<file path="src/rtl/ram_burst_reader_if.sv">
// ram_burst_reader_if: request, RAM port-B and output stream signals of the burst reader
interface ram_burst_reader_if #(
   parameter int DATA_DEPTH = 256,
   parameter int DATA_WIDTH = 32
);
   localparam int ADDR_WIDTH = $clog2(DATA_DEPTH);
   localparam int LEN_WIDTH  = ADDR_WIDTH + 1;

   logic                  req_valid_i;
   logic                  req_ready_o;
   logic [ADDR_WIDTH-1:0] req_addr_i;
   logic [LEN_WIDTH-1:0]  req_len_i;
   logic                  ram_en_o;
   logic [ADDR_WIDTH-1:0] ram_addr_o;
   logic [DATA_WIDTH-1:0] ram_data_i;
   logic                  data_valid_o;
   logic                  data_ready_i;
   logic [DATA_WIDTH-1:0] data_o;
   logic                  data_last_o;
   logic                  done_o;
   logic                  busy_o;

   modport slave (
      input  req_valid_i, req_addr_i, req_len_i, ram_data_i, data_ready_i,
      output req_ready_o, ram_en_o, ram_addr_o, data_valid_o, data_o, data_last_o, done_o, busy_o
   );

   modport master (
      output req_valid_i, req_addr_i, req_len_i, ram_data_i, data_ready_i,
      input  req_ready_o, ram_en_o, ram_addr_o, data_valid_o, data_o, data_last_o, done_o, busy_o
   );
endinterface

</file>
<file path="src/rtl/ram_burst_reader.sv">
// ram_burst_reader: issues wrapped port-B burst reads and streams the words through a 2-entry buffer
module ram_burst_reader #(
   parameter int DATA_DEPTH = 256,
   parameter int DATA_WIDTH = 32
) (
   input  logic               clk,
   input  logic               rst_n,
   ram_burst_reader_if.slave  bus
);
   localparam int ADDR_WIDTH = $clog2(DATA_DEPTH);
   localparam int LEN_WIDTH  = ADDR_WIDTH + 1;

   typedef enum logic [1:0] {IDLE, READ, DRAIN} state_t;

   state_t                state_q, state_d;
   logic [ADDR_WIDTH-1:0] addr_q, addr_d, last_addr_q, last_addr_d;
   logic [LEN_WIDTH-1:0]  rem_q, rem_d, len_clamped;
   logic                  inflight_q, inflight_last_q;
   logic [DATA_WIDTH-1:0] buf_data_q [2];
   logic [1:0]            buf_last_q;
   logic                  wr_ptr_q, rd_ptr_q;
   logic [1:0]            count_q;
   logic                  accept, credit, issue, push, pop, drained;

   // buffered words plus the word in flight, after this cycle's pop, must leave room for one more
   assign credit      = (3'(count_q) + 3'(inflight_q)) < (3'd2 + 3'(pop));
   assign issue       = (state_q == READ) && (rem_q != '0) && credit;
   assign accept      = bus.req_valid_i && (state_q == IDLE);
   assign push        = inflight_q;
   assign pop         = bus.data_valid_o && bus.data_ready_i;
   assign drained     = !inflight_q && (count_q == '0);
   assign len_clamped = (bus.req_len_i > LEN_WIDTH'(DATA_DEPTH)) ? LEN_WIDTH'(DATA_DEPTH) : bus.req_len_i;

   assign bus.req_ready_o  = (state_q == IDLE);
   assign bus.busy_o       = (state_q != IDLE);
   assign bus.ram_en_o     = issue;
   assign bus.ram_addr_o   = issue ? addr_q : last_addr_q;
   assign bus.data_valid_o = (count_q != '0);
   assign bus.data_o       = buf_data_q[rd_ptr_q];
   assign bus.data_last_o  = bus.data_valid_o && buf_last_q[rd_ptr_q];
   assign bus.done_o       = (state_q == DRAIN) && drained;

   // next state: latch request, issue reads under credit, wait for the buffer to empty
   always_comb begin
      state_d     = state_q;
      addr_d      = addr_q;
      rem_d       = rem_q;
      last_addr_d = last_addr_q;
      case (state_q)
         IDLE: if (accept) begin
            addr_d  = bus.req_addr_i;
            rem_d   = len_clamped;
            state_d = (len_clamped == '0) ? DRAIN : READ;
         end
         READ: if (issue) begin
            addr_d      = (addr_q == ADDR_WIDTH'(DATA_DEPTH - 1)) ? '0 : addr_q + 1'b1;
            rem_d       = rem_q - 1'b1;
            last_addr_d = addr_q;
            state_d     = (rem_q == LEN_WIDTH'(1)) ? DRAIN : READ;
         end
         DRAIN: if (drained) state_d = IDLE;
         default: state_d = IDLE;
      endcase
   end

   // control registers
   always_ff @(posedge clk or negedge rst_n) begin
      if (!rst_n) begin
         state_q         <= IDLE;
         addr_q          <= '0;
         rem_q           <= '0;
         last_addr_q     <= '0;
         inflight_q      <= 1'b0;
         inflight_last_q <= 1'b0;
      end else begin
         state_q         <= state_d;
         addr_q          <= addr_d;
         rem_q           <= rem_d;
         last_addr_q     <= last_addr_d;
         inflight_q      <= issue;
         inflight_last_q <= issue && (rem_q == LEN_WIDTH'(1));
      end
   end

   // 2-entry output buffer capturing RAM data one cycle after each issue
   always_ff @(posedge clk or negedge rst_n) begin
      if (!rst_n) begin
         buf_data_q[0] <= '0;
         buf_data_q[1] <= '0;
         buf_last_q    <= '0;
         wr_ptr_q      <= 1'b0;
         rd_ptr_q      <= 1'b0;
         count_q       <= '0;
      end else begin
         if (push) begin
            buf_data_q[wr_ptr_q] <= bus.ram_data_i;
            buf_last_q[wr_ptr_q] <= inflight_last_q;
            wr_ptr_q             <= ~wr_ptr_q;
         end
         if (pop) rd_ptr_q <= ~rd_ptr_q;
         count_q <= count_q + 2'(push) - 2'(pop);
      end
   end
endmodule

</file>
<file path="src/flat_wrapper.sv">
// flat-port wrapper written by rule: the top's interface ports become plain ports
module ram_burst_reader_flat 
#(
   parameter int DATA_DEPTH = 256,
   parameter int DATA_WIDTH = 32
)
  (clk, rst_n, bus_req_valid_i, bus_req_addr_i, bus_req_len_i, bus_ram_data_i, bus_data_ready_i, bus_req_ready_o, bus_ram_en_o, bus_ram_addr_o, bus_data_valid_o, bus_data_o, bus_data_last_o, bus_done_o, bus_busy_o);
  ram_burst_reader_if #(.DATA_DEPTH(DATA_DEPTH), .DATA_WIDTH(DATA_WIDTH)) bus_i ();
  input  logic clk;
  input  logic rst_n;
  input wire logic [$bits(bus_i.req_valid_i)-1:0] bus_req_valid_i;
  input wire logic [$bits(bus_i.req_addr_i)-1:0] bus_req_addr_i;
  input wire logic [$bits(bus_i.req_len_i)-1:0] bus_req_len_i;
  input wire logic [$bits(bus_i.ram_data_i)-1:0] bus_ram_data_i;
  input wire logic [$bits(bus_i.data_ready_i)-1:0] bus_data_ready_i;
  output wire logic [$bits(bus_i.req_ready_o)-1:0] bus_req_ready_o;
  output wire logic [$bits(bus_i.ram_en_o)-1:0] bus_ram_en_o;
  output wire logic [$bits(bus_i.ram_addr_o)-1:0] bus_ram_addr_o;
  output wire logic [$bits(bus_i.data_valid_o)-1:0] bus_data_valid_o;
  output wire logic [$bits(bus_i.data_o)-1:0] bus_data_o;
  output wire logic [$bits(bus_i.data_last_o)-1:0] bus_data_last_o;
  output wire logic [$bits(bus_i.done_o)-1:0] bus_done_o;
  output wire logic [$bits(bus_i.busy_o)-1:0] bus_busy_o;
  assign bus_i.req_valid_i = bus_req_valid_i;
  assign bus_i.req_addr_i = bus_req_addr_i;
  assign bus_i.req_len_i = bus_req_len_i;
  assign bus_i.ram_data_i = bus_ram_data_i;
  assign bus_i.data_ready_i = bus_data_ready_i;
  assign bus_req_ready_o = bus_i.req_ready_o;
  assign bus_ram_en_o = bus_i.ram_en_o;
  assign bus_ram_addr_o = bus_i.ram_addr_o;
  assign bus_data_valid_o = bus_i.data_valid_o;
  assign bus_data_o = bus_i.data_o;
  assign bus_data_last_o = bus_i.data_last_o;
  assign bus_done_o = bus_i.done_o;
  assign bus_busy_o = bus_i.busy_o;
  ram_burst_reader #(.DATA_DEPTH(DATA_DEPTH), .DATA_WIDTH(DATA_WIDTH)) u_core (.clk(clk), .rst_n(rst_n), .bus(bus_i));
endmodule
</file>
<file path="config.mk">
export PLATFORM = sky130hd
export DESIGN_NAME = ram_burst_reader_flat
export DESIGN_NICKNAME = d
export VERILOG_FILES = /design/src/rtl/ram_burst_reader_if.sv /design/src/rtl/ram_burst_reader.sv /design/src/flat_wrapper.sv
export SDC_FILE = /design/constraint.sdc
export NUM_CORES = 1
export LEC_CHECK = 0
export CORE_MARGIN = 2
export CORE_UTILIZATION = 55
export DETAILED_ROUTE_END_ITERATION = 6
export GPL_ROUTABILITY_DRIVEN = 0
export PLACE_DENSITY = 0.93
export REMOVE_ABC_BUFFERS = 1
export SYNTH_ARGS = -nofsm -noshare
export SYNTH_HDL_FRONTEND = slang
export SYNTH_SLANG_ARGS = --single-unit
</file>
<file path="constraint.sdc">
create_clock -name clk -period 4.8 [get_ports clk]
set_input_delay 0.48 -clock clk [delete_from_list [all_inputs] [get_ports clk]]
set_output_delay 0.48 -clock clk [all_outputs]
set_load 0.01 [all_outputs]
</file>
### Yosys cells after proc, flatten, opt, wreduce, memory -nomap -nowiden

Index checks and enable logic that the tools add are counted.

* register bits after elaboration: 99
* input bits: 53
* output and inout port bits: 46
* word-level logic and storage cells: 83

* add/sub/neg operators: 6
* magnitude comparators: 8
* equal/unequal tests: 7
* mux-type cells: 26
* bitwise logic cells: 4
* reduce and logical (&&, ||, !) cells: 20

Operators with widths (count)
* two-way mux 32 bit: 4
* bitwise mux 64 bit: 1
* demux 32 bit (select 1 bit): 1
* two-way mux 8 bit: 4
* two-way mux 9 bit: 3
* case mux 9 bit (2 select lines): 1
* case mux 8 bit (2 select lines): 1
* logical AND 1 bit: 10
* two-way mux 2 bit: 5
* == test 9 x 1 -> 1 bit (second input constant): 1
* > comparator 9 bit (second input constant): 1
* logical NOT 9 bit: 1
* nonzero test 9 bit: 1
* subtractor 9 x 1 -> 9 bit (second input constant): 1
* adder 8 x 1 -> 8 bit (second input constant): 1
* == test 8 bit (second input constant): 1
* inequality test 2 x 1 -> 1 bit (second input constant): 3
* case mux 2 bit (3 select lines): 1
* AND reduction 3 bit: 2
* nonzero test 2 bit: 3
* >= comparator 2 bit (second input constant): 2
* logical NOT 2 bit: 2
* < comparator 1 x 2 -> 1 bit (second input constant): 2
* inverter 1 -> 2 bit: 2
* 14 further kinds: 17

### Longest topological paths before layout

* depth in word-level cells: 7
* depth in mapped cells: 7
* mapped depth without buffers: 7

### Worst setup path before layout

No wires, ideal clock.

* path kind: register to output
* from: register u_core.count_q[0]
* to: output bus_ram_addr_o[0]
* arrival time: 1.843 ns
* required time: 4.320 ns
* path slack: 2.477 ns
* cell stages (with the launch flop): 8
* buffers on the path: 1
* cells stage by stage: dfrtp_1 > ha_1 > ha_1 > o21a_1 > a211oi_4 > nand2_4 > buf_6 > mux2_4

* word-level cells in the longest chain between the ends: 6
* elaborated cells between the ends (all ways): 7
* classes of those cells: add/sub (2); order compare (1); mux (1); reduce/logical (3)

RTL lines
* from (decl): line ram_burst_reader.sv:22 `logic [1:0] count_q;`
* from (signal assigned): line ram_burst_reader.sv:101 `count_q <= count_q + 2'(push) - 2'(pop);`
* nonzero test 2 bit: line ram_burst_reader.sv:38 `assign bus.data_valid_o = (count_q != '0);`
* logical AND 1 bit: line ram_burst_reader.sv:30 `assign pop = bus.data_valid_o && bus.data_ready_i;`
* adder 2 x 1 -> 3 bit: line ram_burst_reader.sv:26 `assign credit = (3'(count_q) + 3'(inflight_q)) < (3'd2 + 3'(pop));`
* < comparator 3 bit (*): line ram_burst_reader.sv:26
* logical AND 1 bit (*): line ram_burst_reader.sv:27 `assign issue = (state_q == READ) && (rem_q != '0) && credit;`
* two-way mux 8 bit (*)
* to (decl): line flat_wrapper.sv:18 `output wire logic [$bits(bus_i.ram_addr_o)-1:0] bus_ram_addr_o;`

Mark *: on every way between the ends. The rest lies on a longest branch, timed or not.

### Worst setup path in the final report

* from: register u_core.inflight_q
* to: output bus_ram_addr_o[2]

* word-level cells in the longest chain between the ends: 4

RTL lines
* from (decl): line ram_burst_reader.sv:18 `logic inflight_q, inflight_last_q;`
* from (signal assigned): line ram_burst_reader.sv:80 `inflight_q <= issue;`
* adder 2 x 1 -> 3 bit: line ram_burst_reader.sv:26
* < comparator 3 bit: line ram_burst_reader.sv:26
* logical AND 1 bit: line ram_burst_reader.sv:27
* two-way mux 8 bit

No other way between the ends.

==> impl_metrics.json <==
{
  "cts_tree": "built",
  "leakagePower_nw": 2.54,
  "maxCapViolCount": 0,
  "design_area_um2": 6100,
  "rows": 34,
  "cts_made_buffers": 9,
  "startpoint": "u_core.inflight_q",
  "yosys-top-cells-count": "mux2_2 (107), dfrtp_1 (99), nor2_1 (20)",
  "synth_mux_area_frac": 0.280,
  "root_buffer": "clkbuf_8",
  "slew_violations": 0,
  "setup_viol": 0,
  "r2r_start": "u_core.inflight_q",
  "synth-adder-area-share": 0.0208,
  "place.port_buffers": 98,
  "via_per_inst": 5.81,
  "power_mw": 4.75,
  "grt_max_degree": 60,
  "irDropWorstVdd_mv": 0.443,
  "drive_gt1_frac": 0.293,
  "cts.clk_slew.worst_paths_ns": 0.10,
  "p_per_area_nw_per_um2": 779,
  "fp.coreArea_um2": 8590,
  "final_nets": 542,
  "rsz0062_at_grt": "no",
  "synthXorXnorAreaFrac": 0.00728,
  "holdWs_ns": 0.0853,
  "period_minus_slack_ns": 3.25,
  "cts.path.max_buffers": 2,
  "yosys.area_share.simple": 0.0702,
  "fp.dieW_um": 97.5,
  "tns_ns": 0,
  "syn_to_final_growth_pct": 26.8,
  "antenna_found_initial": 0,
  "placed_area_um2": 5880,
  "yosysWarnings": 0,
  "crit_required_ns": 4.32,
  "yosys.area.top_type": "dfrtp_1",
  "synth_top_family_by_area": "multiplexers",
  "synth.most_common_cell": "mux2_2",
  "die_area_um2": 9510,
  "dr.pass1.iters": 5,
  "cts_setup_buffers": 0,
  "timing.fmax_mhz": 308,
  "status": "complete, no violations",
  "pin_count": 99,
  "wl_per_cell_um": 16.9,
  "antenna_cells": 0,
  "grt_pass1_vias": 3481,
  "ant_nets": 0,
  "yosys.area.top_type_share": 0.515,
  "drt_iter0_drc": 92,
  "synth_edf_count": 0,
  "hold_buffers": 0,
  "hold_path.class": "in -> async",
  "slew_headroom": 0.327,
  "h-tree-depth": 3,
  "synth_compound_area_frac": 0.0783,
  "syn_area_um2": 4810,
  "crit_path_start_kind": "register",
  "hold_viol_final": 0,
  "tightest_slew_ns": 1.01,
  "crit_type": "reg -> out",
  "timing.final.crit_share": 0.677,
  "synth_area_leaders": "dfrtp_1 (51%), mux2_2 (25%), mux2_4 (2.5%), ha_1 (2.1%), o21ai_0 (2.0%)",
  "critPathArrivalTime_ns": 2.77,
  "vias": 3445,
  "postSynth.asyncResetShare": 1.00,
  "post_cts_resized": 0,
  "worstSkewPairLatency_ns": 0.35,
  "yosysUniqueCellTypes": 45,
  "wl_mm": 10.0,
  "cts_num_sinks": 99,
  "groute.usage.overall": 0.218,
  "initial_core_util": 0.560,
  "final_cells": 593,
  "dieHeight_um": 97.5,
  "netlist_instances": 386,
  "regArea_um2": 2480,
  "fillers": 605,
  "gr-total-overflow": 0,
  "crit_path_max_fanout": 18,
  "hpwl_mm": 6.97,
  "clock_skew_ns": 0.0119,
  "synth_area_per_cell_um2": 12.5,
  "place_inst": 578,
  "grt_pass1_wl_mm": 17.0,
  "multi_input_area_um2": 2200,
  "ys_ff_latch": 99,
  "ys_seq_area_frac": 0.515,
  "synth-main-ff-cell": "dfrtp_1",
  "worstSetupEndpointType": "output pin",
  "drc": 0
}
registers in the layout, summed over array words and instances (netlist names):
name	cells
u_core.state_q	2
u_core.inflight_q	1
u_core.count_q	2
u_core.rd_ptr_q	1
u_core.last_addr_q	8
u_core.addr_q	8
u_core.rem_q	9
u_core.buf_data_q	64
u_core.wr_ptr_q	1
u_core.buf_last_q	2
u_core.inflight_last_q	1
placed cells by master, fill, tap and decap left out, types with 2 or more instances in the layout:
| cell | Yosys | routed |
|---|---|---|
| o31ai_1 | 2 | 2 |
| clkbuf_8 | 0 | 10 |
| mux2_2 | 107 | 107 |
| and3_1 | 4 | 4 |
| inv_1 | 14 | 14 |
| nor2b_1 | 2 | 2 |
| o32a_1 | 2 | 2 |
| o21ai_0 | 19 | 19 |
| mux2i_1 | 2 | 2 |
| o22a_1 | 2 | 2 |
| bufinv_16 | 0 | 2 |
| clkdlybuf4s50_1 | 0 | 97 |
| dfrtp_1 | 99 | 99 |
| nor4_1 | 8 | 8 |
| and4_1 | 2 | 2 |
| o21a_1 | 2 | 2 |
| nor2_1 | 20 | 19 |
| mux2_4 | 8 | 8 |
| a31oi_1 | 8 | 8 |
| nand3_1 | 3 | 3 |
| nand2_1 | 9 | 9 |
| ha_1 | 8 | 8 |
| xnor2_1 | 3 | 3 |
| buf_4 | 0 | 5 |
| nor3_1 | 6 | 6 |
| nand4_1 | 2 | 2 |
| a21oi_1 | 18 | 18 |
cell type report:
type                       count  area share
inverter                      15     0.00923
clock buffer                  10      0.0226
timing repair buffer         102       0.165
tap                          108      0.0221
multi-input combinational    254       0.361
sequential                    99       0.406
clock inverter                 5      0.0139
final timing paths:
| check | end | slack (ns) | depth (start not counted) |
|---|---|---|---|
| max | bus_ram_addr_o[2] | 1.55 | 7 |
| min | u_core.buf_data_q[38] | 0.09 | 1 |
| max reg2reg | u_core.rem_q[0] | 2.39 | 6 |
| min reg2reg | u_core.buf_last_q[0] | 0.51 | 1 |
| max in group asynchronous | u_core.buf_data_q[16] | 3.58 | 2 |
| min in group clk | u_core.buf_last_q[0] | 0.51 | 1 |
through the flow:
step	util	worst slack (ns)
2_1_floorplan	-	2.40
3_3_place_gp	0.684	1.74
3_5_place_dp	0.684	1.71
4_1_cts	0.710	1.55
5_1_grt	0.710	1.45
6_report	0.710	1.55
cells by family after synthesis:
kind of cell    count (synthesis)
xor+xnor                        4
mux                           117
simple gates                   64
compound gates                 61
buf+inv                        33
fa+ha+maj                       8
flops                          99
layer usage:
layer  up-vias  global-route usage  part of all wire
li1       1589                   -                 -
met1      1713               0.302              0.45
met2       127               0.360              0.48
met3        16              0.0360             0.052
met4         0              0.0545             0.012
met5         -                   0                 0
critical path, cell delays in order (launching register included):
cell             delay [ns]
dfrtp_1                0.45
ha_1                   0.21
ha_1                   0.29
o21a_1                 0.14
a211oi_4               0.28
nand2_4                0.22
mux2_4                 0.35
clkdlybuf4s50_1        0.48
power breakdown:
group,internal [mW],switching (mW),leakage (nW),total [mW]
Combinational,1.52,1.08,1.26,2.60
Clock,0.308,0.282,0.109,0.590
Sequential,1.25,0.312,1.18,1.57
Total,3.08,1.68,2.54,4.75
Note: power is estimated with default switching activity, not from simulation.
